--- config.mk ---
export PLATFORM = sky130hd
export DESIGN_NAME = mem_arbiter_rr
export DESIGN_NICKNAME = d
export VERILOG_FILES = /design/src/rtl/mem_arbiter_rr.sv
export SDC_FILE = /design/constraint.sdc
export NUM_CORES = 1
export LEC_CHECK = 0
export CORE_AREA = 10 10 385 387
export CTS_CLUSTER_SIZE = 14
export DETAILED_ROUTE_END_ITERATION = 10
export DIE_AREA = 0 0 395 397
export MAX_ROUTING_LAYER = met4
export SYNTH_ARGS = -nofsm -noshare
export SYNTH_HDL_FRONTEND = slang
export SYNTH_SLANG_ARGS = --single-unit
--- constraint.sdc ---
create_clock -name clk -period 2.3 [get_ports clk]
set_input_delay 0.345 -clock clk [delete_from_list [all_inputs] [get_ports clk]]
set_output_delay 0.345 -clock clk [all_outputs]
set_load 0.005 [all_outputs]
--- src/rtl/mem_arbiter_rr.sv ---
// rtl/mem_arbiter_rr.sv - N-port round-robin/fixed-priority cache-line arbiter onto a single LLC port
module mem_arbiter_rr #(
  parameter int NUM_PORTS  = 4,
  parameter int ADDR_WIDTH = 20,
  parameter int LINE_WIDTH = 128,
  parameter int RR_MODE    = 1,
  parameter int TIMEOUT    = 1024,
  localparam int IDW       = $clog2(NUM_PORTS)
) (
  input  logic                             clk,
  input  logic                             reset,
  input  logic [NUM_PORTS-1:0]             port_req,
  input  logic [NUM_PORTS-1:0]             port_we,
  input  logic [NUM_PORTS*ADDR_WIDTH-1:0]  port_addr,
  input  logic [NUM_PORTS*LINE_WIDTH-1:0]  port_wdata,
  output logic [NUM_PORTS-1:0]             port_ready,
  output logic                             port_err,
  output logic [LINE_WIDTH-1:0]            port_rdata,
  output logic [IDW-1:0]                   grant_id,
  output logic                             busy,
  output logic                             is_mem_req,
  output logic                             is_memory_we,
  output logic [ADDR_WIDTH-1:0]            mem_addr_out,
  output logic [LINE_WIDTH-1:0]            mem_data_out,
  input  logic [LINE_WIDTH-1:0]            data_from_mem,
  input  logic                             is_mem_ready,
  output logic                             is_mem_req_reset
);

  localparam int WDW = (TIMEOUT > 1) ? $clog2(TIMEOUT) : 1;
  localparam logic [WDW-1:0] WD_LAST = WDW'((TIMEOUT > 0) ? TIMEOUT - 1 : 0);

  typedef enum logic [1:0] {S_IDLE, S_BUSY, S_RESP} state_t;

  state_t                  state_q, state_d;
  logic [IDW-1:0]          grant_q, grant_d;
  logic [IDW-1:0]          rr_ptr_q, rr_ptr_d;
  logic [NUM_PORTS-1:0]    cooldown_q, cooldown_d;
  logic [NUM_PORTS-1:0]    ready_q, ready_d;
  logic                    err_q, err_d;
  logic [LINE_WIDTH-1:0]   rdata_q, rdata_d;
  logic                    busy_q, busy_d;
  logic                    we_q, we_d;
  logic [ADDR_WIDTH-1:0]   addr_q, addr_d;
  logic [LINE_WIDTH-1:0]   data_q, data_d;
  logic                    req_reset_q, req_reset_d;
  logic [WDW-1:0]          wd_q, wd_d;

  logic [NUM_PORTS-1:0]    eligible;
  logic                    win_valid;
  logic [IDW-1:0]          win_idx;
  logic [IDW-1:0]          cand;

  // Scan candidates from the far end down so the nearest eligible index is assigned last.
  always_comb begin
    eligible  = port_req & ~cooldown_q;
    win_valid = |eligible;
    win_idx   = '0;
    cand      = '0;
    for (int k = NUM_PORTS - 1; k >= 0; k--) begin
      if (RR_MODE != 0) cand = IDW'((int'(rr_ptr_q) + k) % NUM_PORTS);
      else              cand = IDW'(k);
      if (eligible[cand]) win_idx = cand;
    end
  end

  always_comb begin
    state_d     = state_q;
    grant_d     = grant_q;
    rr_ptr_d    = rr_ptr_q;
    cooldown_d  = cooldown_q;
    ready_d     = '0;
    err_d       = 1'b0;
    rdata_d     = rdata_q;
    busy_d      = busy_q;
    we_d        = we_q;
    addr_d      = addr_q;
    data_d      = data_q;
    req_reset_d = 1'b0;
    wd_d        = wd_q;
    unique case (state_q)
      S_IDLE: begin
        cooldown_d = '0;
        if (win_valid) begin
          grant_d = win_idx;
          addr_d  = port_addr[win_idx*ADDR_WIDTH +: ADDR_WIDTH];
          data_d  = port_wdata[win_idx*LINE_WIDTH +: LINE_WIDTH];
          we_d    = port_we[win_idx];
          busy_d  = 1'b1;
          wd_d    = '0;
          state_d = S_BUSY;
        end
      end
      S_BUSY: begin
        wd_d = wd_q + WDW'(1);
        // A memory answer on the same edge as the watchdog expiry is a success.
        if (is_mem_ready || (TIMEOUT != 0 && wd_q == WD_LAST)) begin
          rdata_d     = is_mem_ready ? data_from_mem : '0;
          err_d       = ~is_mem_ready;
          ready_d     = NUM_PORTS'(1) << grant_q;
          req_reset_d = 1'b1;
          busy_d      = 1'b0;
          we_d        = 1'b0;
          state_d     = S_RESP;
        end
      end
      S_RESP: begin
        if (RR_MODE != 0) rr_ptr_d = IDW'((int'(grant_q) + 1) % NUM_PORTS);
        cooldown_d = NUM_PORTS'(1) << grant_q;
        wd_d       = '0;
        state_d    = S_IDLE;
      end
      default: state_d = S_IDLE;
    endcase
  end

  always_ff @(posedge clk) begin
    if (!reset) begin
      state_q     <= S_IDLE;
      grant_q     <= '0;
      rr_ptr_q    <= '0;
      cooldown_q  <= '0;
      ready_q     <= '0;
      err_q       <= 1'b0;
      rdata_q     <= '0;
      busy_q      <= 1'b0;
      we_q        <= 1'b0;
      addr_q      <= '0;
      data_q      <= '0;
      req_reset_q <= 1'b0;
      wd_q        <= '0;
    end else begin
      state_q     <= state_d;
      grant_q     <= grant_d;
      rr_ptr_q    <= rr_ptr_d;
      cooldown_q  <= cooldown_d;
      ready_q     <= ready_d;
      err_q       <= err_d;
      rdata_q     <= rdata_d;
      busy_q      <= busy_d;
      we_q        <= we_d;
      addr_q      <= addr_d;
      data_q      <= data_d;
      req_reset_q <= req_reset_d;
      wd_q        <= wd_d;
    end
  end

  assign port_ready       = ready_q;
  assign port_err         = err_q;
  assign port_rdata       = rdata_q;
  assign grant_id         = grant_q;
  assign busy             = busy_q;
  assign is_mem_req       = busy_q;
  assign is_memory_we     = we_q;
  assign mem_addr_out     = addr_q;
  assign mem_data_out     = data_q;
  assign is_mem_req_reset = req_reset_q;

endmodule

### Word-level counts from Yosys, hierarchy flattened

Index checks and enable logic that the tools add are counted.

| operators by class | value |
|---|---|
| add/subtract/negate cells | 5 |
| multipliers | 1 |
| order comparisons | 5 |
| eq/ne operators | 5 |
| shifts and indexed selects | 3 |
| multiplexer cells | 27 |
| bitwise logic cells | 3 |
| reduce and logical (&&, ||, !) cells | 13 |

Operators by type and width:

| kind | count |
|---|---|
| 512-bit by 10-bit indexed part select with 128-bit output | 1 |
| 128-bit 2-to-1 mux | 1 |
| 80-bit by 8-bit indexed part select with 20-bit output | 1 |
| 10-bit case mux with 3 select lines | 1 |
| 2-bit by 3-bit less-than comparator with 1-bit output (second input constant) | 5 |
| 2-bit 2-to-1 mux | 6 |
| 10-bit by 1-bit adder with 10-bit output (second input constant) | 1 |
| 1-bit binary-select mux with 2-bit select | 5 |
| 10-bit == test (second input constant) | 1 |
| 10-bit 2-to-1 mux | 1 |
| 2-bit AND reduction | 5 |
| 1-bit 2-to-1 mux | 9 |
| 4-bit case mux with 2 select lines | 1 |
| 3-bit AND reduction | 2 |
| 2-bit by 3-bit multiplier with 5-bit output (second input constant) | 1 |
| 2-bit by 1-bit adder with 2-bit output (second input constant) | 2 |
| 2-bit adder (second input constant) | 2 |
| 4-bit AND | 1 |
| 2-bit != test (second input constant) | 2 |
| 4-bit NOT | 1 |
| 1-bit case mux with 2 select lines | 2 |
| 2-bit case mux with 2 select lines | 1 |
| 2-bit nonzero test | 2 |
| 4-bit OR reduction | 1 |
| 7 further kinds | 7 |

| storage, ports and cells | value |
|---|---|
| register bits after elaboration | 304 |
| input bits | 731 |
| output and inout port bits | 287 |

### Depth between registers and ports, before layout

Gate-level depths: netlist (run 1).

| depth | value |
|---|---|
| depth in word-level cells | 12 |
| depth in mapped cells | 10 |

### Least setup slack after synthesis (run 1)

Ideal clock, no wire load.

| timing | value |
|---|---|
| path type | input port to flip-flop |
| start | input port_req[1] |
| end | register data_q[102], in the netlist mem_data_out[102] |
| library setup time | 0.138 ns |
| arrival | 1.844 ns |
| setup slack | 0.318 ns |
| cell stages on the path | 9 |
| path buffers | 3 |
| path through | nor2b_1 nor2_1 o22a_1 buf_6 or3_1 buf_4 buf_4 a211oi_1 a211oi_1 |

| on the way | value |
|---|---|
| word-level cells in the longest chain between the ends | 8 |
| elaborated cells between the ends (all ways) | 16 |
| those cells by class | 1 x shift; 12 x mux; 1 x bitwise; 2 x reduce/logical |

RTL lines:

| item | line | RTL |
|---|---|---|
| start, declared | 12 | `input logic [NUM_PORTS-1:0] port_req,` |
| 4-bit AND * | 56 | `eligible = port_req & ~cooldown_q;` |
| 1-bit binary-select mux with 2-bit select | 63 | `if (eligible[cand]) win_idx = cand;` |
| 1-bit 2-to-1 mux (not written as such) | 63 |  |
| 2-bit 2-to-1 mux (4 in series) | 63 |  |
| 512-bit by 10-bit indexed part select with 128-bit output | 87 | `data_d = port_wdata[win_idx*LINE_WIDTH +: LINE_WIDTH];` |
| end signal, assigned | 143 | `data_q <= data_d;` |
| end, declared | 45 | `logic [LINE_WIDTH-1:0] data_q, data_d;` |

Mark *: on every way between the ends. The rest lies on a longest branch, timed or not. The select of a mux whose other input is x is not followed.
A chain may end at the register's enable or synchronous reset.

### Worst setup path in the final report (run 1)

| timing | value |
|---|---|
| start | register cooldown_q[3] |
| end | register data_q[21], in the netlist mem_data_out[21] |

| on the way | value |
|---|---|
| word-level cells in the longest chain between the ends | 9 |
| elaborated cells between the ends (all ways) | 17 |
| those cells by class | 1 x shift; 12 x mux; 2 x bitwise; 2 x reduce/logical |

RTL lines:

| item | line | RTL |
|---|---|---|
| start, declared | 38 | `logic [NUM_PORTS-1:0] cooldown_q, cooldown_d;` |
| start signal, assigned | 136 | `cooldown_q <= cooldown_d;` |
| 4-bit NOT * | 56 |  |
| 4-bit AND * | 56 |  |
| 1-bit binary-select mux with 2-bit select | 63 |  |
| 1-bit 2-to-1 mux (not written as such) | 63 |  |
| 2-bit 2-to-1 mux (4 in series) | 63 |  |
| 512-bit by 10-bit indexed part select with 128-bit output | 87 |  |

Marks and branches as above.

==> impl_metrics.json, run 1 <==
{
  "max_clock_freq_mhz": 443,
  "drv_slew": 0,
  "internal_power_w": 0.0132,
  "cp_cell_sequence": "nand2b_1 -> buf_4 -> o21ai_0 -> o22a_4 -> buf_12 -> or3_4 -> buf_6 -> a211oi_1 -> a211oi_1",
  "io_pins": 1018,
  "cap_violations": 0,
  "status": "complete, no violations",
  "antenna_found_initial": 48,
  "setup_viol_count_final": 0,
  "rr_startpoint": "cooldown_q[3]",
  "final.period_utilization": 0.982,
  "fin_hold_ws_ns": 0.168,
  "pwr_density_cell_mw_per_mm2": 611,
  "critPathCapture": "mem_data_out[21]",
  "start_kind": "register",
  "detail-route-antenna-nets": 0,
  "cts_hold_buf": 0,
  "worst-path-buf-inv": 3,
  "postSynthAreaPerCell_sq_um": 9.65,
  "dp_hpwl_um": 98400,
  "nNetsFinal": 3456,
  "switchingPower_w": 0.00603,
  "firstDrtPassIters": 5,
  "dieWidth_um": 395,
  "pwr-share-comb": 0.318,
  "drtIter0Drc": 1362,
  "core_sq_mm": 0.141,
  "ys_ff_latch": 304,
  "path_max_fanout": 25,
  "grt_pass1_vias": 19000,
  "synth_nets": 2419,
  "cts_htree_levels": 2,
  "routabilityCongestion": 0.893,
  "cp.depth": 9,
  "cts_sinks": 304,
  "cts.clk_slew.worst_paths_ns": 0.06,
  "synth_cells": 1683,
  "period_minus_slack_ns": 2.26,
  "grt_pass1_wl_um": 158000,
  "yosysWarnings": 0,
  "clockBufferDepth": 3,
  "p_clk_frac": 0.365,
  "netlist_area_sq_mm": 0.0162,
  "worst_pin_slew_ns": 0.605,
  "cp_top_family": "simple AND/OR/NAND/NOR gates",
  "drc": 0,
  "p_sw_frac": 0.314,
  "min_path_type": "primary input to register",
  "slew-limit-headroom": 0.596,
  "syn2layout_area_growth_pct": 93.6,
  "crit_type": "register to register",
  "cts_inserted_buffers": 44,
  "reg2reg_to": "mem_data_out[21]",
  "critical_path.max_stage_delay_ns": 0.49,
  "r2r_slack_ns": 0.04,
  "overflow": 0,
  "slowest_stage": "or3_4",
  "wl_per_cell_um": 25.6,
  "finalHoldViolCount": 0,
  "grt_usage": 0.145,
  "insertion_delay_ns": 0.63,
  "p_seq_frac": 0.318,
  "seq_area_frac_synth": 0.375,
  "cts_tree": "done",
  "start_util": 0.115,
  "ir_worst_vdd_uv": 476,
  "grt_max_degree": 62,
  "rsz0062_at_grt": "true",
  "root_buffer": "clkbuf_16",
  "r2r_cells": 9,
  "tns_ns": 0,
  "drt-vias-per-instance": 4.03,
  "cp.arrival_ns": 2.74,
  "vias": 18800,
  "synth.distinct_cells": 45,
  "drive_gt1_frac": 0.165,
  "port_buffers": 1017,
  "cp-startpoint": "cooldown_q[3]",
  "rows": 138,
  "wl_um": 120000,
  "crit_required_ns": 2.78,
  "total_power_w": 0.0192,
  "fin_skew_ns": 0.0350,
  "p_leak_nw": 11.1,
  "die-area_sq_mm": 0.157,
  "end_kind": "register",
  "cp_common_cell": "a211oi_1",
  "dieHeight_um": 397
}
-- through the flow --
stage / area, sq um / std cells / setup WS (ns) / utilization
2_1_floorplan: 16200 / 1683 / 0.318 / -
3_3_place_gp: 29600 / 4555 / -0.650 / 0.210
3_5_place_dp: 29600 / 4555 / -0.659 / 0.210
4_1_cts: 31000 / 4632 / 0.0157 / 0.221
5_1_grt: 31400 / 4668 / -0.0573 / 0.223
6_report: 31400 / 4675 / 0.0420 / 0.224
-- power groups by stage --
stage | clock network (W) | logic [W] | registers (W)
floorplan | 0 | 0.00223 | 0.00613
global placement | 0 | 0.00595 | 0.00619
detailed placement | 0 | 0.00599 | 0.00620
CTS | 0.00736 | 0.00602 | 0.00609
global route | 0.00749 | 0.00645 | 0.00614
finish | 0.00700 | 0.00609 | 0.00610
-- layout by cell type, fill, tap and decap left out, drive strengths merged, types with 4 or more instances in the layout --
master,Yosys,final
nand2b,6,6
nand2,7,7
clkinv,0,7
o221ai,65,65
a211oi,135,135
buf,90,151
o21ai,94,94
clkdlybuf4s50,0,1013
and3,71,71
nor2,152,152
nand3,90,90
inv,4,10
nand4,4,4
nor3,8,8
dfxtp,304,304
diode,0,34
a21oi,11,11
clkbuf,89,64
mux2i,234,234
nor2b,6,6
a31oi,7,7
mux2,148,148
a22oi,133,133
ha,5,5
-- flip-flops by register name, indices dropped and copies added (netlist names) --
name / flops
port_err: 1
mem_data_out: 128
port_ready: 4
wd_q: 10
busy: 1
rr_ptr_q: 2
mem_addr_out: 20
state_q: 2
cooldown_q: 4
grant_id: 2
is_mem_req_reset: 1
is_memory_we: 1
port_rdata: 128
-- metal layers --
| layer | wire (um) | up-vias | GRT usage |
|---|---|---|---|
| met2 | 57800 | 845 | 0.236 |
| li1 | - | 8555 | - |
| met3 | 10400 | 156 | 0.0479 |
| met5 | 0 | - | - |
| met1 | 48300 | 9262 | 0.170 |
| met4 | 3270 | 0 | 0.0393 |
-- area by class of cell --
class	count	area, sq um
Fill cell	15300	109000
Timing Repair Buffer	1170	12000
Multi-Input combinational cell	1196	9470
Sequential cell	304	6090
Tap cell	1890	2360
Clock buffer	61	1270
Clock inverter	16	159
Antenna cell	34	85.1
Inverter	4	17.5
-- cells in the mapped netlist --
cell / number / area [sq um]
inv_1: 4 / 15.0
buf_4: 7 / 52.6
o21ai_1: 82 / 410
o31a_1: 1 / 8.76
nand2_1: 7 / 26.3
o22ai_2: 1 / 12.5
ha_1: 5 / 62.6
a31oi_1: 7 / 43.8
o221a_2: 1 / 11.3
nand2b_1: 5 / 31.3
mux2i_1: 234 / 2340
nand4_1: 4 / 25.0
nand3b_1: 1 / 7.51
and2_0: 1 / 6.26
a311oi_1: 1 / 8.76
clkbuf_1: 84 / 315
nor4_1: 1 / 6.26
a22oi_1: 133 / 998
nor3b_2: 1 / 12.5
clkbuf_2: 5 / 25.0
nand2b_4: 1 / 13.8
o22a_1: 1 / 8.76
a21oi_1: 11 / 55.1
nor3_1: 8 / 40.0
nor2_1: 152 / 571
mux2_2: 144 / 1620
o21ai_0: 12 / 60.1
nor2b_1: 5 / 31.3
buf_1: 5 / 18.8
a2111oi_0: 1 / 8.76
a21o_1: 3 / 22.5
and4_1: 1 / 8.76
or2_2: 1 / 6.26
a211oi_2: 35 / 438
nor2b_2: 1 / 8.76
or3_1: 3 / 18.8
buf_6: 21 / 236
buf_2: 57 / 285
and3_1: 71 / 444
mux2_1: 4 / 45.0
and2_1: 2 / 12.5
o221ai_1: 65 / 569
nand3_1: 90 / 450
dfxtp_1: 304 / 6090
a211oi_1: 100 / 751
-- cells by family after synthesis --
group | count (synthesis) | synth area share
fa+ha+maj | 5 | 0.00385
compound gates | 454 | 0.210
simple gates | 355 | 0.106
buf+inv | 183 | 0.0584
mux | 382 | 0.247
flops | 304 | 0.375
-- timing repair --
item / CTS / global route
gates resized for setup: 8 / 38
endpoints found under the setup margin: 20 / 116
pin swaps: 1 / 9
cloned: 0 / 3
setup buffers: 0 / 6
endpoints found under the hold margin: 0 / 0
-- worst min-delay path by stage --
stage / startpoint / end / slack [ns] / cells past startpoint
finish: reset / is_memory_we / 0.17 / 2
floorplan: is_mem_ready / port_err / 0.42 / 1
CTS: reset / is_memory_we / 0.09 / 2
global route: reset / is_memory_we / 0.13 / 2
global placement: mem_data_out[58] / mem_data_out[58] / 0.44 / 2
detailed placement: mem_data_out[74] / mem_data_out[74] / 0.45 / 2
Power figures use the tool's default switching activity.
==> run 2, diff against run 1 <==
--- a/config.mk
+++ b/config.mk
@@ -5,6 +5,7 @@
 export SDC_FILE = /design/constraint.sdc
 export NUM_CORES = 1
 export LEC_CHECK = 0
+export ABC_CLOCK_PERIOD_IN_PS = 2300
 export CORE_AREA = 10 10 385 387
 export CTS_CLUSTER_SIZE = 14
 export DETAILED_ROUTE_END_ITERATION = 10
==> constraint.sdc (replaced) <==
create_clock -name clk -period 2.3 [get_ports clk]
set_input_delay 0.46 -clock clk [delete_from_list [all_inputs] [get_ports clk]]
set_output_delay 0.46 -clock clk [all_outputs]
set_load 0.005 [all_outputs]
==> impl_metrics.json, run 2 (synthesis results as in run 1) <==
{
  "insertion_delay_ns": 0.62,
  "grt_max_degree": 63,
  "fin_skew_ns": 0.0302,
  "clockBufferDepth": 3,
  "vias": 18700,
  "pwr_density_cell_mw_per_mm2": 621,
  "cap_violations": 0,
  "grtUsageMet2": 0.237,
  "cts.clk_slew.worst_paths_ns": 0.06,
  "antenna_found_initial": 45,
  "nNetsFinal": 3458,
  "ir_worst_vdd_uv": 555,
  "setup_viol_count_final": 0,
  "pwr-share-comb": 0.308,
  "drc": 0,
  "cp.arrival_ns": 2.78,
  "hold_path_end": "mem_data_out[2]",
  "finalHoldViolCount": 0,
  "status": "complete, no violations",
  "hold_start": "reset",
  "drv_slew": 0,
  "multi_input_area_sq_mm": 0.00934,
  "drive_gt1_frac": 0.158,
  "r2r_cells": 9,
  "pre_cts_ws_ns": -0.710,
  "detail-route-antenna-nets": 0,
  "placed_area_sq_mm": 0.0296,
  "port_buffers": 1017,
  "r2r_slack_ns": 0.04,
  "grt_use_met1": 0.169,
  "drt-vias-per-instance": 4.00,
  "overflow": 0,
  "cp_cell_sequence": "clkdlybuf4s50_1 -> nor2b_2 -> a2111oi_1 -> a211oi_4 -> buf_12 -> buf_12 -> buf_12 -> and3_1 -> a211oi_1 -> a211oi_1",
  "end_kind": "register",
  "fin_hold_ws_ns": 0.259,
  "start_kind": "primary input",
  "min_path_type": "primary input to register",
  "cts_tree": "done",
  "internal_power_w": 0.0136,
  "layout_common_cells": "clkdlybuf4s50_1, dfxtp_1, mux2i_1",
  "slew-limit-headroom": 0.600,
  "switchingPower_w": 0.00592,
  "placed_cells": 4555,
  "busiest_layer": "met2",
  "p_seq_frac": 0.313,
  "max_clock_freq_mhz": 439,
  "seqCellArea_sq_mm": 0.00609,
  "dieHeight_um": 397,
  "dp_hpwl_um": 97900,
  "period_minus_slack_ns": 2.28,
  "grt_usage": 0.144,
  "rsz0062_at_grt": "true",
  "start_util": 0.115,
  "crit_required_ns": 2.81,
  "cp_common_cell": "buf_12",
  "cts_htree_levels": 2,
  "min_path_cells": 3,
  "wl_um": 118000,
  "fin_ws_ns": 0.0208,
  "slowest_stage": "a2111oi_1",
  "fin_area_sq_mm": 0.0314,
  "grt_pass1_wl_um": 158000,
  "worst_pin_slew_ns": 0.598,
  "root_buffer": "clkbuf_16",
  "firstDrtPassIters": 6,
  "die-area_sq_mm": 0.157,
  "final_cells": 4668,
  "io_pins": 1018,
  "fillers": 15300,
  "drtIter0Drc": 1319,
  "rows": 138,
  "grt_pass1_vias": 19000,
  "crit_type": "primary input to register",
  "routabilityCongestion": 0.901,
  "p_clk_frac": 0.379,
  "core_sq_mm": 0.141,
  "final_common_cell": "clkdlybuf4s50_1",
  "wl_per_cell_um": 25.4,
  "reg2reg_to": "mem_data_out[25]",
  "grt_use_met3": 0.0447,
  "cts_sinks": 304,
  "rr_startpoint": "cooldown_q[1]",
  "cts_inserted_buffers": 45,
  "total_power_w": 0.0195,
  "path_max_fanout": 27,
  "critical_path.max_stage_delay_ns": 0.59,
  "final.period_utilization": 0.991,
  "syn2layout_area_growth_pct": 93.4,
  "p_leak_nw": 11.1,
  "dieWidth_um": 395,
  "p_sw_frac": 0.304
}
[run 2: cell count changes in the layout (fill, tap and decap cells not counted), sizes merged]
cell	before	now
dlygate4sd2	2	3
bufinv	1	6
clkinv	7	8
clkbuf	64	59
dlymetal6s2s	1	0
inv	10	7
buf	151	153
diode	34	27
[run 2: stage by stage]
stage                     setup TNS [ns]   util
after floorplan                        0      -
after global placement            -82.01  0.211
after detailed placement          -83.95  0.211
after CTS                              0  0.222
after global routing              -0.213  0.223
final                                  0  0.223
[run 2: metal layers]
metal	share of wire	up-vias
li1	-	8521
met1	0.41	9064
met2	0.48	910
met3	0.082	162
met4	0.031	0
met5	0	-
[run 2: power groups by stage]
stage / Sequential [W] / Clock [W] / Combinational (W)
floorplan: 0.00613 / 0 / 0.00223
global placement: 0.00620 / 0 / 0.00595
detailed placement: 0.00621 / 0 / 0.00597
CTS: 0.00610 / 0.00768 / 0.00600
global route: 0.00615 / 0.00782 / 0.00639
finish: 0.00611 / 0.00738 / 0.00601
[run 2: worst max path at each step]
stage                              endpoint          start
final                      mem_data_out[25]    port_req[0]
after global routing       mem_data_out[37]  cooldown_q[2]
after CTS                      is_memory_we  cooldown_q[2]
after detailed placement       is_memory_we    port_req[2]
after global placement      mem_addr_out[8]    port_req[2]
after floorplan           mem_data_out[102]    port_req[1]
[run 2: area by class of cell]
type / count / area share
repair buffers: 1171 / 0.382
multi-input cells: 1196 / 0.297
flip-flops and latches: 304 / 0.194
well taps: 1890 / 0.0753
clock buffers: 57 / 0.0389
clock inverters: 19 / 0.00992
diodes: 27 / 0.00215
inverters: 4 / 0.000558
[run 2: worst max-delay path: cells and delay by family]
kind / cells / cell delay (ns)
buffers and inverters: 4 / 0.93
AOI/OAI and AO/OA: 4 / 0.99
and+or+nand+nor: 2 / 0.39
[run 2: timing repair]
item / CTS / global route
endpoints found under the setup margin: 16 / 127
gates cloned: 0 / 3
hold endpoints to repair: 0 / 0
pin swaps: 1 / 2
setup buffers: 0 / 7
gates resized for setup: 6 / 15
hold buffers: 0 / 0
